[src/rtl/bb_share_arbiter.sv]
// bb_share_arbiter: round-robin sharing of one registered black-box unit among N_REQ requesters.
// Define BB_ARB_FIXED_PRIO_EN for lowest-index-wins arbitration; the round-robin pointer is then dropped.
module bb_share_arbiter #(
  parameter int N_REQ = 4,
  parameter int LAT   = 1
) (
  input  logic             clk,
  input  logic             rst_n,
  input  logic [N_REQ-1:0] req,
  input  logic [N_REQ-1:0] op_a,
  input  logic [N_REQ-1:0] op_b,
  output logic [N_REQ-1:0] gnt,
  output logic [N_REQ-1:0] rsp_valid,
  output logic             rsp_data,
  output logic             busy,
  output logic             bb_in1,
  output logic             bb_in2,
  input  logic             bb_out
);
  localparam int IW = $clog2(N_REQ);
  localparam logic [1:0] IDLE = 2'd0, ISSUE = 2'd1, WAIT = 2'd2, RESP = 2'd3;
  logic [1:0]    state;
  logic [IW-1:0] win, pick;
  logic [2:0]    cnt;
`ifdef BB_ARB_FIXED_PRIO_EN
  always_comb begin
    pick = '0;
    for (int k = N_REQ - 1; k >= 0; k--)
      if (req[k]) pick = IW'(k);
  end
`else
  logic [IW-1:0] rr_ptr;
  // descending scan so the first set bit at or after rr_ptr wins
  always_comb begin
    pick = '0;
    for (int k = N_REQ - 1; k >= 0; k--)
      if (req[(int'(rr_ptr) + k) % N_REQ]) pick = IW'((int'(rr_ptr) + k) % N_REQ);
  end
`endif
  // bb_in1/bb_in2 double as the captured operand registers
  always_ff @(posedge clk or negedge rst_n)
    if (!rst_n) begin
      state     <= IDLE;
      gnt       <= '0;
      rsp_valid <= '0;
      rsp_data  <= 1'b0;
      busy      <= 1'b0;
      bb_in1    <= 1'b0;
      bb_in2    <= 1'b0;
      win       <= '0;
      cnt       <= '0;
`ifndef BB_ARB_FIXED_PRIO_EN
      rr_ptr    <= '0;
`endif
    end else begin
      gnt       <= '0;
      rsp_valid <= '0;
      case (state)
        IDLE: if (|req) begin
          state  <= ISSUE;
          busy   <= 1'b1;
          win    <= pick;
          gnt    <= N_REQ'(1) << pick;
          bb_in1 <= op_a[pick];
          bb_in2 <= op_b[pick];
        end
        ISSUE: begin
          state <= WAIT;
          cnt   <= 3'(LAT - 1);
        end
        WAIT: if (cnt == 3'd0) begin
          state     <= RESP;
          rsp_data  <= bb_out;
          rsp_valid <= N_REQ'(1) << win;
        end else cnt <= cnt - 3'd1;
        default: begin
          state  <= IDLE;
          busy   <= 1'b0;
          bb_in1 <= 1'b0;
          bb_in2 <= 1'b0;
`ifndef BB_ARB_FIXED_PRIO_EN
          rr_ptr <= (win == IW'(N_REQ - 1)) ? '0 : IW'(win + 1'b1);
`endif
        end
      endcase
    end
endmodule

[config.mk]
export PLATFORM = sky130hd
export DESIGN_NAME = bb_share_arbiter
export DESIGN_NICKNAME = d
export VERILOG_FILES = /design/src/rtl/bb_share_arbiter.sv
export SDC_FILE = /design/constraint.sdc
export NUM_CORES = 1
export LEC_CHECK = 0
export ABC_AREA = 1
export BUFFER_PORTS_ARGS = -buffer_cell sky130_fd_sc_hd__buf_2
export CORE_ASPECT_RATIO = 1.75
export CORE_MARGIN = 2
export CORE_UTILIZATION = 40
export DETAILED_ROUTE_END_ITERATION = 12
export REMOVE_ABC_BUFFERS = 1
export SETUP_SLACK_MARGIN = 0.05
export SYNTH_ARGS = -nofsm -noshare
export SYNTH_HDL_FRONTEND = slang
export SYNTH_SLANG_ARGS = --single-unit
export TNS_END_PERCENT = 30
[constraint.sdc]
create_clock -name clk -period 2.2 [get_ports clk]
set_clock_uncertainty 0.1 [all_clocks]
set_input_delay 0.22 -clock clk [delete_from_list [all_inputs] [get_ports clk]]
set_output_delay 0.22 -clock clk [all_outputs]
set_load 0.03 [all_outputs]
==> metrics <==
status=completed; fin crit share=77.6%; Inserted Diodes=0; CP Launch Type=register; layout cells sized above 1=23.0%; Total Power=2050 uW; Synth Register Bits=21; synth warn=0; top cells by area, synth=dfrtp_1 44%, nand2_1 10%, ha_1 9.5%; hpwl dp=1.90 mm; most common cell in the netlist=nand2_1; Pwr Density=1470 nW/um2; Mapped Area=1180 um2; wirelength, routed=2.35 mm; Top FF cell, synth=dfrtp_1; # H-tree levels=1; worst slew pin tran=505 ps; initial antenna violation count=0; required time worst endpoint=2250 ps; maximum buffer depth of the clock tree=2; router iterations before antenna repair=5; total number of vias=987; Setup Crit Path Kind=register to register; overall die area=3430 um2; Inserted Clock Buffers=3; GR Overflow Total=0; largest net degree at the start of global routing=22; clk root buf=clkbuf_8; Hold WS=99.8 ps; Slew Limit Fails=0; Peak VDD IR=0.720 mV; EDFF count, synth=0; DRT antenna net count=0; Layout Nets=199; area delta synth->final=17.6%; CTS tree=done; fraction of registers with async set/reset=100%; vias in the first global route=897; Die W=45.1 um; placer congestion estimate=0.845; Die Y-Extent=76 um; CP Max Fanout=9; register area share after synthesis=44.4%; GRT Total Usage=15.2%; Worst Hold Class=primary input to register; Initial Utilization=41.4%; Worst-Skew Late Latency=260 ps; Core ar.=2860 um2; port bufs=26; First DRT Iteration DRCs=15; Post-Syn Instances=144; PostCTS Resize Cnt=0; final hold violation count=0; Reg clk slew, reported paths=80 ps; Std-Cell Rows=26; min cycle time layout=1710 ps; drt via density=4.89; Synth area leader=dfrtp_1; RSZ-0062 raised after global routing=no; Pleak=0.000791 uW; # IOs=27; Residual DRC=0; Worst EP arrival=1760 ps; Synth cell types=21; Slew HR=66.0%; clk sinks=21; Routed wire per std cell=11.6 um; top post-synthesis cells by count=33 x nand2_1, 23 x inv_1, 22 x nand3_1; global-route wire length before repair=3.90 mm; average size of a mapped cell=8.23 um2; post-synth top area share=44.4%; setup TNS=0 ps; Max Cap Violations=0; Setup-failing EPs final=0; Worst setup EP type=register; max frequency=0.586 GHz
==> flip-flops by register name (all words and copies together), names as in the netlist, 2 cells and up <==
register and flops:
cnt 3, gnt 4, rr_ptr 2, rsp_valid 4
state 2, win 2
==> stage by stage <==
step | util (%) | std cells | worst slack, ps | cell area [um2]
floorplan | - | 143 | 645 | 1170
global placement | 46.8 | 197 | 495 | 1340
detailed placement | 46.8 | 197 | 480 | 1340
CTS | 48.7 | 202 | 471 | 1390
global route | 48.7 | 202 | 297 | 1390
finish | 48.7 | 202 | 493 | 1390
==> where the power goes <==
| part | switching (uW) | internal [uW] |
|---|---|---|
| registers | 103 | 526 |
| clock network | 121 | 129 |
| logic | 778 | 396 |
==> cells in the final DEF, fill, tap and decap left out <==
cell type      instances
nand2_1               33
mux2_2                 1
o32ai_1                1
clkbuf_1               1
nor3_1                 1
ha_1                   9
nand3_2                2
nand2_2                3
inv_1                 23
clkbuf_8               3
o31ai_1                1
dlygate4sd3_1          1
nor4_1                 1
o21ai_0                8
o21ai_2                1
a21oi_1                1
inv_4                  1
nand3_1               22
buf_2                 26
xor2_1                 1
nand2_4                2
dfrtp_1               21
and2_4                 1
nor2_1                10
==> cell type report <==
type                    count  area, um2
clock buffers               4       45.0
fillers                   295       1470
inverters                  24       92.6
multi-input cells          98        556
flip-flops and latches     21        526
well taps                  28       35.0
repair buffers             27        140
==> worst max-delay path, stage by stage (launching register included) <==
cell and delay (ps):
dfrtp_1 580, inv_4 80, nand2_1 80, nand3_1 100, nand2_1 100, nand3_2 90
nand3_2 130, nand2_4 90, nand2_1 60, nand3_1 60, nand3_1 90, nand2_1 50
==> per-layer routing <==
metal | vias up | part of all wire, % | track usage, %
li1 | 523 | - | -
met2 | 22 | 54 | 26.1
met5 | - | 0 | 0
met3 | 2 | 4.0 | 2.84
met1 | 440 | 41 | 17.5
met4 | 0 | 1.5 | 6.18
==> repair_timing <==
item	in CTS	in global routing
hold buffers	1	0
setup buffers	0	0
endpoints found under the hold margin	21	0
==> kinds of logic (layout without fill, tap and decap cells) <==
logic type | after synthesis | after routing | synth area share (%)
AO/OA/AOI/OAI | 12 | 12 | 5.91
XOR/XNOR | 1 | 1 | 0.739
adder cells (fa/ha/maj) | 9 | 9 | 9.50
buffers and inverters | 25 | 55 | 8.76
flip-flops | 21 | 21 | 44.4
multiplexers | 1 | 1 | 0.950
AND/OR/NAND/NOR | 75 | 75 | 29.8
==> final timing paths <==
check	end	slack [ps]	from	cells past startpoint
worst min-delay path	rsp_data	100	bb_out	2
max in group asynchronous	win[1]	1320	rst_n	2
worst max-delay path	bb_in2	490	rr_ptr[0]	11
min in group asynchronous	state[0]	350	rst_n	2
worst max register to register	bb_in2	490	rr_ptr[0]	11
worst min register to register	bb_in2	380	bb_in2	2
No activity file was read; power rests on OpenSTA's default activity.
